$ cat src/rtl/reorder_seq_ctrl.sv
// Block sequencer for the radix-3 digit-reversal reorder unit: latches the block size,
// gates samples in, counts samples out, and flags completion, bad configs and drain timeouts.
module reorder_seq_ctrl #(
  parameter int unsigned CNT_W   = 8,
  parameter int unsigned TIMEOUT = 1024,
  parameter int unsigned TO_W    = 11
) (
  input  logic             clk,
  input  logic             rst,
  input  logic             cfg_valid,
  input  logic [2:0]       cfg_stages,
  output logic             cfg_ready,
  output logic             cfg_err,
  input  logic             in_valid,
  output logic             in_ready,
  output logic [2:0]       stages,
  output logic             rdr_di_en,
  input  logic             rdr_do_en,
  output logic             busy,
  output logic [CNT_W-1:0] in_idx,
  output logic             blk_done,
  output logic             timeout_err
);

  typedef enum logic [1:0] {StIdle, StLoad, StDrain, StDone} state_e;

  state_e           state_q, state_d;
  logic [2:0]       stages_q, stages_d;
  logic [CNT_W-1:0] n_q, n_d;
  logic [CNT_W-1:0] in_idx_q, in_idx_d;
  logic [CNT_W-1:0] out_cnt_q, out_cnt_d;
  logic [TO_W-1:0]  wd_q, wd_d;
  logic             cfg_err_q, cfg_err_d;
  logic             timeout_err_q, timeout_err_d;

  logic [CNT_W-1:0] cfg_n;
  logic             cfg_ok;
  logic [CNT_W-1:0] out_cnt_inc;

  always_comb begin
    cfg_n = '0;
    unique case (cfg_stages)
      3'd1:    cfg_n = CNT_W'(3);
      3'd2:    cfg_n = CNT_W'(9);
      3'd3:    cfg_n = CNT_W'(27);
      3'd4:    cfg_n = CNT_W'(81);
      3'd5:    cfg_n = CNT_W'(243);
      default: cfg_n = '0;
    endcase
  end

  assign cfg_ok = (cfg_stages >= 3'd1) && (cfg_stages <= 3'd5);

  assign cfg_ready   = (state_q == StIdle);
  assign in_ready    = (state_q == StLoad);
  assign rdr_di_en   = in_valid & in_ready;
  assign busy        = (state_q != StIdle);
  assign blk_done    = (state_q == StDone);
  assign stages      = stages_q;
  assign in_idx      = in_idx_q;
  assign cfg_err     = cfg_err_q;
  assign timeout_err = timeout_err_q;

  // Output count saturates at N so stray strobes past the block end are dropped.
  assign out_cnt_inc = (rdr_do_en && (out_cnt_q < n_q)) ? out_cnt_q + CNT_W'(1) : out_cnt_q;

  always_comb begin
    state_d       = state_q;
    stages_d      = stages_q;
    n_d           = n_q;
    in_idx_d      = in_idx_q;
    out_cnt_d     = out_cnt_q;
    wd_d          = wd_q;
    cfg_err_d     = 1'b0;
    timeout_err_d = 1'b0;

    unique case (state_q)
      StIdle: begin
        if (cfg_valid) begin
          if (cfg_ok) begin
            stages_d  = cfg_stages;
            n_d       = cfg_n;
            in_idx_d  = '0;
            out_cnt_d = '0;
            state_d   = StLoad;
          end else begin
            cfg_err_d = 1'b1;
          end
        end
      end
      StLoad: begin
        // Outputs are counted here too: a single stage passes samples straight through.
        out_cnt_d = out_cnt_inc;
        if (rdr_di_en) begin
          in_idx_d = in_idx_q + CNT_W'(1);
          if (in_idx_q == n_q - CNT_W'(1)) begin
            if (out_cnt_inc == n_q) begin
              state_d = StDone;
            end else begin
              state_d = StDrain;
              wd_d    = '0;
            end
          end
        end
      end
      StDrain: begin
        out_cnt_d = out_cnt_inc;
        wd_d      = wd_q + TO_W'(1);
        if (out_cnt_inc == n_q) begin
          state_d = StDone;
        end else if (wd_q == TO_W'(TIMEOUT - 1)) begin
          state_d       = StIdle;
          timeout_err_d = 1'b1;
        end
      end
      StDone: begin
        state_d = StIdle;
      end
      default: begin
        state_d = StIdle;
      end
    endcase
  end

  always_ff @(posedge clk or posedge rst) begin
    if (rst) begin
      state_q       <= StIdle;
      stages_q      <= 3'd0;
      n_q           <= '0;
      in_idx_q      <= '0;
      out_cnt_q     <= '0;
      wd_q          <= '0;
      cfg_err_q     <= 1'b0;
      timeout_err_q <= 1'b0;
    end else begin
      state_q       <= state_d;
      stages_q      <= stages_d;
      n_q           <= n_d;
      in_idx_q      <= in_idx_d;
      out_cnt_q     <= out_cnt_d;
      wd_q          <= wd_d;
      cfg_err_q     <= cfg_err_d;
      timeout_err_q <= timeout_err_d;
    end
  end

endmodule
$ cat config.mk
export PLATFORM = sky130hd
export DESIGN_NAME = reorder_seq_ctrl
export DESIGN_NICKNAME = d
export VERILOG_FILES = /design/src/rtl/reorder_seq_ctrl.sv
export SDC_FILE = /design/constraint.sdc
export NUM_CORES = 1
export LEC_CHECK = 0
export ABC_AREA = 1
export BUFFER_PORTS_ARGS = -buffer_cell sky130_fd_sc_hd__buf_2
export CORE_MARGIN = 5
export CORE_UTILIZATION = 60
export CTS_CLUSTER_DIAMETER = 40
export DETAILED_ROUTE_END_ITERATION = 8
export PLACE_DENSITY = 0.81
export SYNTH_ARGS = -nofsm -noshare
export SYNTH_HDL_FRONTEND = slang
export SYNTH_SLANG_ARGS = --single-unit
$ cat constraint.sdc
create_clock -name clk -period 2.53 [get_ports clk]
set_input_delay 0.1265 -clock clk [delete_from_list [all_inputs] [get_ports clk]]
set_output_delay 0.1265 -clock clk [all_outputs]
set_load 0.01 [all_outputs]
==> results.rst, run 1 <==
.. list-table::
   :header-rows: 1

   * - Metric
     - Value
   * - Initial Util
     - 63.10%
   * - Max-cap violations
     - 0
   * - Height of the die
     - 78.13 um
   * - Most common cell after layout, fill and taps aside
     - sky130_fd_sc_hd__nand2_1
   * - Number of filler instances in the final layout
     - around 280
   * - Violations in the final reports
     - setup timing
   * - Pwr/cell area
     - roughly 1100 mW/mm2
   * - Pin count of the biggest net entering global routing
     - between 40 and 50
   * - Tmin final
     - 2.601 ns
   * - Total GRT Usage
     - around 23%
   * - Worst min-delay path class
     - input port to register
   * - Routed vias/inst
     - 6.024
   * - Synthesis Warnings
     - 0
   * - Residual DRC
     - 0
   * - Synth cell types
     - 37
   * - Clock root buffer master
     - sky130_fd_sc_hd__clkbuf_8
   * - Site Rows
     - 24
   * - Routability congestion estimate
     - 0.8826
   * - Worst VDD drop
     - 0.6361 mV
   * - Synthesized cell area
     - 0.002785 mm2
   * - Pins over their slew limit
     - 0
   * - Startpoint Class
     - register
   * - Clock sink count
     - 40
   * - Crit path arrival time
     - 2.83 ns
   * - CTS tree
     - built
   * - Crit. End Element
     - register
   * - DP Area
     - 0.003088 mm2
   * - First-pass GRT wire length
     - 11680 um
   * - Crit path required time
     - between 2 and 3 ns
   * - Top Ports
     - 26
   * - Fmax achieved
     - 384.4 MHz
   * - Synthesized instance count
     - between 300 and 400
   * - Cell breakdown of the critical path
     - inv_2 -> ha_4 -> a21oi_2 -> o21a_4 -> buf_4 -> nand4_1 -> nand3_1 -> nand2_1 -> nor2_2 -> nand2_2 -> nor2_4 -> nand2_2 -> nand2_4 -> buf_12 -> nand2_1 -> o21ai_2
   * - Final cell utilization of the core
     - 77.58%
   * - Remaining max-slew budget at the tightest pin
     - 55.99%
   * - Post-layout net count
     - ~470
   * - Number of vias in the routed layout
     - 2988
   * - Number of DRC violations after detailed-routing iteration 0
     - 360
   * - Detailed Routing Iterations Pass 1
     - 6
   * - Setup TNS
     - -0.5461 ns
   * - Delay contributed by the slowest stage of the critical path
     - between 0.3 and 0.4 ns
   * - Total leakage power
     - 1.696 nW
   * - Cell family with most CP delay
     - simple AND/OR/NAND/NOR gates
   * - PnR Total Power
     - ~3.9 mW
   * - Synthesized area per cell
     - approximately 7.3 um2
   * - Antenna violations before repair
     - 0
   * - DR WL/cell
     - 16.03 um
   * - Number of global-route vias before repair
     - 2668
   * - Fraction of final layout cells sized beyond drive strength 1
     - a little under a quarter
   * - Setup clock skew after layout
     - between 0.008 and 0.009 ns
   * - Finish-stage setup viols
     - 11
   * - Worst path bufs/invs
     - 3
   * - Buffers on Ports
     - 25
   * - Horizontal die dimension
     - just under 80 um
   * - Total wirelength of the detailed-routed design
     - roughly 8000 um
   * - Number of endpoints with negative hold slack in the final report
     - 0
   * - Post-Synthesis Net Count
     - 404
   * - Number of CTS-inserted buffers
     - 5
   * - Insertion delay to the later sink of the worst-skew pair
     - around 0.3 ns
   * - Commonest cells after routing, fill and taps aside
     - 93 x sky130_fd_sc_hd__nand2_1, 47 x sky130_fd_sc_hd__inv_1, 39 x sky130_fd_sc_hd__dfrtp_1
   * - Area growth, synth to finish
     - 22.96%
   * - Register bit count reported by yosys
     - 40
   * - Cell at the slowest stage of the critical path
     - sky130_fd_sc_hd__dfrtp_1
   * - Detailed Place HPWL
     - 4962 um
   * - Final worst path period share
     - 102.8%
   * - Clock input transition at the sequential cells of the worst setup and hold paths
     - around 0.080 ns
   * - Cell area after layout
     - between 0.003 and 0.004 mm2
   * - CTS H-tree lvls
     - 2
   * - Outcome
     - finished, violations left
   * - Total grt overflow
     - 0
   * - Worst-case clock buffer depth
     - 2
   * - N_diodes
     - 0
   * - Residual antenna-violating net count after detailed routing
     - 0
   * - Die area
     - 0.006104 mm2
   * - Critical Setup Path Class
     - register to register
   * - Worst-Margin Slew
     - 0.6578 ns
   * - Sequential share of the synthesized area
     - 35.94%
   * - Core Region
     - about 0.0044 mm2
   * - CP max FO
     - 7
   * - Worst Slack Setup Final
     - -0.07133 ns
-- state kept, by name, indices dropped and copies added (netlist names) --
name         count
timeout_err      1
stages           3
in_idx           8
out_cnt_q        8
state_q          2
n_q              6
cfg_err          1
wd_q            11
-- repair_timing --
action	4_1_cts	5_1_grt
hold buffers	1	0
resized for setup	1	26
pin swaps	0	10
endpoints found under the hold margin	40	0
setup endpoints to repair	1	13
buffers inserted	0	14
gates cloned	0	2
-- worst min-delay path, delay by kind of cell --
family	cells	cell delay [ns]
AND/OR/NAND/NOR	2	0.14
buffers and inverters	1	0.10
-- synthesized netlist by cell type --
cell type / n / area [um2]
sky130_fd_sc_hd__nand2_1: 99 / 371.6
sky130_fd_sc_hd__inv_1: 50 / 187.7
sky130_fd_sc_hd__dfrtp_1: 40 / 1001
sky130_fd_sc_hd__nand3_1: 33 / 165.2
sky130_fd_sc_hd__nor2_1: 30 / 112.6
sky130_fd_sc_hd__nand4_1: 16 / 100.1
sky130_fd_sc_hd__o21ai_0: 16 / 80.08
sky130_fd_sc_hd__ha_1: 15 / 187.7
sky130_fd_sc_hd__xor2_1: 11 / 96.34
sky130_fd_sc_hd__o22ai_1: 9 / 56.30
sky130_fd_sc_hd__a21oi_1: 8 / 40.04
sky130_fd_sc_hd__nor3_1: 8 / 40.04
sky130_fd_sc_hd__o21ai_1: 8 / 40.04
sky130_fd_sc_hd__xnor2_1: 4 / 35.03
sky130_fd_sc_hd__nand2_2: 3 / 18.77
sky130_fd_sc_hd__nor2_2: 3 / 18.77
sky130_fd_sc_hd__buf_4: 2 / 15.01
sky130_fd_sc_hd__inv_2: 2 / 7.510
sky130_fd_sc_hd__nand2_4: 2 / 22.52
sky130_fd_sc_hd__nor3b_1: 2 / 15.01
sky130_fd_sc_hd__nor4_1: 2 / 12.51
sky130_fd_sc_hd__o21ai_2: 2 / 17.52
sky130_fd_sc_hd__or2_2: 2 / 12.51
sky130_fd_sc_hd__a31oi_1: 1 / 6.260
sky130_fd_sc_hd__a32o_1: 1 / 10.01
sky130_fd_sc_hd__buf_2: 1 / 5.000
sky130_fd_sc_hd__buf_6: 1 / 11.26
sky130_fd_sc_hd__buf_8: 1 / 15.01
sky130_fd_sc_hd__clkbuf_1: 1 / 3.750
sky130_fd_sc_hd__clkinv_1: 1 / 3.750
sky130_fd_sc_hd__nand3_2: 1 / 10.01
sky130_fd_sc_hd__nand3_4: 1 / 17.52
sky130_fd_sc_hd__nand4_2: 1 / 12.51
sky130_fd_sc_hd__nor2_4: 1 / 11.26
sky130_fd_sc_hd__o211a_1: 1 / 10.01
sky130_fd_sc_hd__o21a_1: 1 / 7.510
sky130_fd_sc_hd__or4_1: 1 / 7.510
-- layout make-up --
cell class | instances | area, um2 | share of cell area [%]
timing repair buffer | 60 | 419.2 | 12.24
multi-input combinational | 284 | 1655 | 48.34
clock inverter | 2 | 12.51 | 0.3654
tap | 52 | 65.06 | 1.900
sequential | 40 | 1002 | 29.27
clock buffer | 5 | 68.82 | 2.010
inverter | 53 | 201.4 | 5.882
-- where the power goes --
group          total, mW  internal [mW]  switching, mW
logic               2.54           1.01           1.53
clock network      0.418          0.187          0.231
registers          0.934          0.789          0.145
-- logic make-up (layout without fill, tap and decap cells) --
kind of cell / count (synthesis) / count (layout) / synth area share (%)
XOR/XNOR: 15 / 15 / 4.717
buffers and inverters: 59 / 120 / 8.939
flip-flops: 40 / 40 / 35.94
adder cells (fa/ha/maj): 15 / 15 / 6.739
AND/OR/NAND/NOR: 205 / 207 / 34.05
AO/OA/AOI/OAI: 47 / 47 / 9.614
-- stage by stage --
| stage | hold WS, ns | std cells | setup slack, ns |
|---|---|---|---|
| final | 0.09702 | 496 | -0.07133 |
| after global routing | 0.1216 | 496 | -0.2051 |
| after CTS | 0.09884 | 480 | 0.02862 |
| after detailed placement | 0.2822 | 472 | 0.02253 |
| after global placement | 0.2743 | 472 | 0.08429 |
| after floorplan | 0.2569 | 381 | 0.1867 |
-- final timing paths --
kind	start	to	slack, ns	cells after the start
setup / recovery	n_q[5]	wd_q[1]	-0.07	16
hold / removal	cfg_stages[0]	stages[0]	0.1	3
max in group asynchronous	rst	out_cnt_q[7]	1.62	4
min in group asynchronous	rst	in_idx[0]	0.51	4
hold reg to reg	stages[0]	stages[0]	0.51	2
setup reg to reg	n_q[5]	wd_q[1]	-0.07	16
-- layer usage --
metal | track usage, % | share of wire (%) | vias up | wire, um
met2 | 38.00 | 49 | 173 | 3919
met3 | 4.348 | 7.6 | 45 | 602
li1 | - | - | 1384 | -
met1 | 29.67 | 38 | 1386 | 3060
met5 | 0 | 0 | - | 0
met4 | 7.095 | 4.6 | 0 | 366
No activity file was read; power rests on OpenSTA's default activity.
==> run 2: changes to the inputs <==
--- a/config.mk
+++ b/config.mk
@@ -7,11 +7,11 @@
 export LEC_CHECK = 0
 export ABC_AREA = 1
 export BUFFER_PORTS_ARGS = -buffer_cell sky130_fd_sc_hd__buf_2
-export CORE_MARGIN = 5
+export CORE_MARGIN = 3
 export CORE_UTILIZATION = 60
 export CTS_CLUSTER_DIAMETER = 40
 export DETAILED_ROUTE_END_ITERATION = 8
-export PLACE_DENSITY = 0.81
+export PLACE_DENSITY = 0.8
 export SYNTH_ARGS = -nofsm -noshare
 export SYNTH_HDL_FRONTEND = slang
 export SYNTH_SLANG_ARGS = --single-unit
==> results.rst, run 2 (same netlist as run 1, synthesis figures left out) <==
.. list-table::
   :header-rows: 1

   * - Metric
     - Value
   * - Delay contributed by the slowest stage of the critical path
     - approximately 0.45 ns
   * - Cell count of the worst reg-to-reg path
     - 17
   * - Final worst path period share
     - 94.40%
   * - Buffers on Ports
     - 25
   * - Total grt overflow
     - 0
   * - Residual DRC
     - 0
   * - Cell family with most CP delay
     - simple AND/OR/NAND/NOR gates
   * - CTS tree
     - built
   * - Internal portion of total power
     - around 1.9 mW
   * - Total leakage power
     - about 1.7 nW
   * - CP max FO
     - 13
   * - Number of standard cells in the final layout excluding fillers
     - 489
   * - Fraction of final layout cells sized beyond drive strength 1
     - 21.74%
   * - Outcome
     - complete, no violations
   * - Clock network fraction of total power
     - 12.3%
   * - Antenna violations before repair
     - 0
   * - Pin count of the biggest net entering global routing
     - between 40 and 50
   * - Crit path required time
     - roughly 2.8 ns
   * - Switching power of the nets
     - 1.745 mW
   * - Sequential cell fraction of total power
     - between 20% and 30%
   * - Cell at the slowest stage of the critical path
     - sky130_fd_sc_hd__dfrtp_2
   * - Routed vias/inst
     - between 5 and 6
   * - Remaining max-slew budget at the tightest pin
     - 62.43%
   * - Endpoint, Worst Hold
     - stages[2]
   * - Height of the die
     - 74.13 um
   * - Cell breakdown of the critical path
     - ha_4 -> nand2_2 -> o21a_2 -> buf_4 -> clkbuf_16 -> nand4_1 -> nand2_1 -> clkinv_1 -> nand2_1 -> nor2_2 -> nand2_1 -> nor2_4 -> nand2_2 -> nand2_4 -> buf_12 -> nand2_1 -> o21ai_1
   * - Number of filler instances in the final layout
     - a little over 300
   * - Crit path arrival time
     - 2.61 ns
   * - Total GRT Usage
     - between 20 and 25%
   * - N_diodes
     - 0
   * - Initial Util
     - 63.10%
   * - Detailed Place HPWL
     - 4761 um
   * - Worst Min Path Start
     - cfg_stages[2]
   * - Finish-stage setup viols
     - 0
   * - Hold-critical path depth
     - 3
   * - Insertion delay to the later sink of the worst-skew pair
     - 0.30 ns
   * - Site Rows
     - 24
   * - Detailed Routing Iterations Pass 1
     - 5
   * - Max reg flops
     - 11
   * - Core Region
     - between 0.004 and 0.005 mm2
   * - Setup clock skew after layout
     - 0.008020 ns
   * - Most numerous cell on the critical path
     - sky130_fd_sc_hd__nand2_1
   * - Number of DRC violations after detailed-routing iteration 0
     - 358
   * - Critical Setup Path Class
     - register to register
   * - Top Ports
     - 26
   * - Relative contribution of combinational cells to total power
     - 62.4%
   * - Tmin final
     - 2.388 ns
   * - Switching share of power
     - 47.65%
   * - First-pass GRT wire length
     - 10660 um
   * - Die area
     - 0.005495 mm2
   * - Worst path bufs/invs
     - 4
   * - DR WL/cell
     - between 10 and 15 um
   * - Worst-Margin Slew
     - around 0.56 ns
   * - Pwr/cell area
     - 1086 mW/mm2
   * - CTS H-tree lvls
     - 2
   * - R2R Setup Slk
     - 0.14 ns
   * - Startpoint Class
     - register
   * - Number of CTS-inserted buffers
     - 5
   * - Fmax achieved
     - 418.7 MHz
   * - Placed Cells incl. Taps
     - between 400 and 500
   * - Clock root buffer master
     - sky130_fd_sc_hd__clkbuf_8
   * - Clock input transition at the sequential cells of the worst setup and hold paths
     - 0.08 ns
   * - Horizontal die dimension
     - approximately 74 um
   * - Number of endpoints with negative hold slack in the final report
     - 0
   * - Reg-to-reg critical path endpoint
     - wd_q[5]
   * - Number of vias in the routed layout
     - ~2800
   * - Setup repair after global routing missed its margin
     - yes
   * - Commonest cells after routing, fill and taps aside
     - 95 x sky130_fd_sc_hd__nand2_1, 48 x sky130_fd_sc_hd__inv_1, 38 x sky130_fd_sc_hd__dfrtp_1
   * - Routability congestion estimate
     - 0.8731
   * - Total wirelength of the detailed-routed design
     - 6749 um
   * - Worst VDD drop
     - slightly below 0.7 mV
   * - Worst-case clock buffer depth
     - 2
   * - Worst r2r src
     - out_cnt_q[7]
   * - Post-layout net count
     - 459
   * - Register name with the most flops
     - wd_q
   * - Most common cell after layout, fill and taps aside
     - sky130_fd_sc_hd__nand2_1
   * - Max-cap violations
     - 0
   * - Crit. End Element
     - register
   * - Final cell utilization of the core
     - 76.36%
   * - Clock sink count
     - 40
   * - Worst setup path startpoint
     - out_cnt_q[7]
   * - Area growth, synth to finish
     - 21.02%
   * - Pins over their slew limit
     - 0
   * - Residual antenna-violating net count after detailed routing
     - 0
   * - Number of global-route vias before repair
     - 2389
   * - Worst min-delay path class
     - input port to register
==> run 2: worst min-delay path: stages <==
cell and delay [ns]:
sky130_fd_sc_hd__buf_2 0.08, sky130_fd_sc_hd__nand2_1 0.08, sky130_fd_sc_hd__nand2_1 0.07
==> run 2: what timing repair did <==
action	4_1_cts	5_1_grt
endpoints found under the setup margin	0	14
hold buffers	1	0
gates resized for setup	0	20
hold endpoints to repair	40	0
setup buffers	0	6
==> run 2: power groups by stage <==
stage / clock [mW] / combinational, mW / sequential (mW)
after detailed placement: 0 / 1.90 / 0.932
after global routing: 0.491 / 2.52 / 0.950
final: 0.452 / 2.28 / 0.927
after CTS: 0.459 / 1.91 / 0.921
after floorplan: 0 / 1.31 / 0.942
after global placement: 0 / 1.85 / 0.929
==> run 2: worst max-delay path by stage <==
stage	slack [ns]	to	depth (start not counted)
final	0.14	wd_q[5]	17
after global routing	-0.07	wd_q[5]	17
after CTS	0.07	wd_q[5]	18
after detailed placement	0.09	wd_q[5]	18
after global placement	0.21	wd_q[7]	18
after floorplan	0.19	wd_q[2]	17
==> run 2: layout make-up <==
type / count / area (um2) / share of cell area, %
repair buffers: 51 / 365.4 / 10.84
clock buffers: 7 / 86.33 / 2.561
flip-flops and latches: 40 / 1003 / 29.77
well taps: 52 / 65.06 / 1.930
inverters: 53 / 198.9 / 5.902
multi-input cells: 285 / 1644 / 48.78
clock inverters: 1 / 7.507 / 0.2227
==> run 2: per-stage QoR <==
| stage | power (mW) | instance area, um2 | hold WS, ns | TNS [ns] | setup WS (ns) |
|---|---|---|---|---|---|
| after CTS | 3.285 | 3189 | 0.08451 | 0 | 0.07245 |
| after detailed placement | 2.828 | 3085 | 0.2807 | 0 | 0.08999 |
| after global placement | 2.774 | 3085 | 0.2733 | 0 | 0.2075 |
| after global routing | 3.957 | 3371 | 0.1048 | -0.3025 | -0.06739 |
| final | 3.662 | 3371 | 0.08942 | 0 | 0.1417 |
| after floorplan | 2.252 | 2785 | 0.2569 | 0 | 0.1867 |
==> run 2: metal layers <==
| layer | share of wire (%) | up-vias | GRT usage (%) | routed length [um] |
|---|---|---|---|---|
| met5 | 0 | - | 0 | 0 |
| met4 | 2.6 | 0 | 9.457 | 174 |
| met3 | 7.7 | 25 | 6.081 | 520 |
| met2 | 47 | 123 | 40.35 | 3166 |
| met1 | 43 | 1289 | 32.37 | 2888 |
| li1 | - | 1370 | - | - |
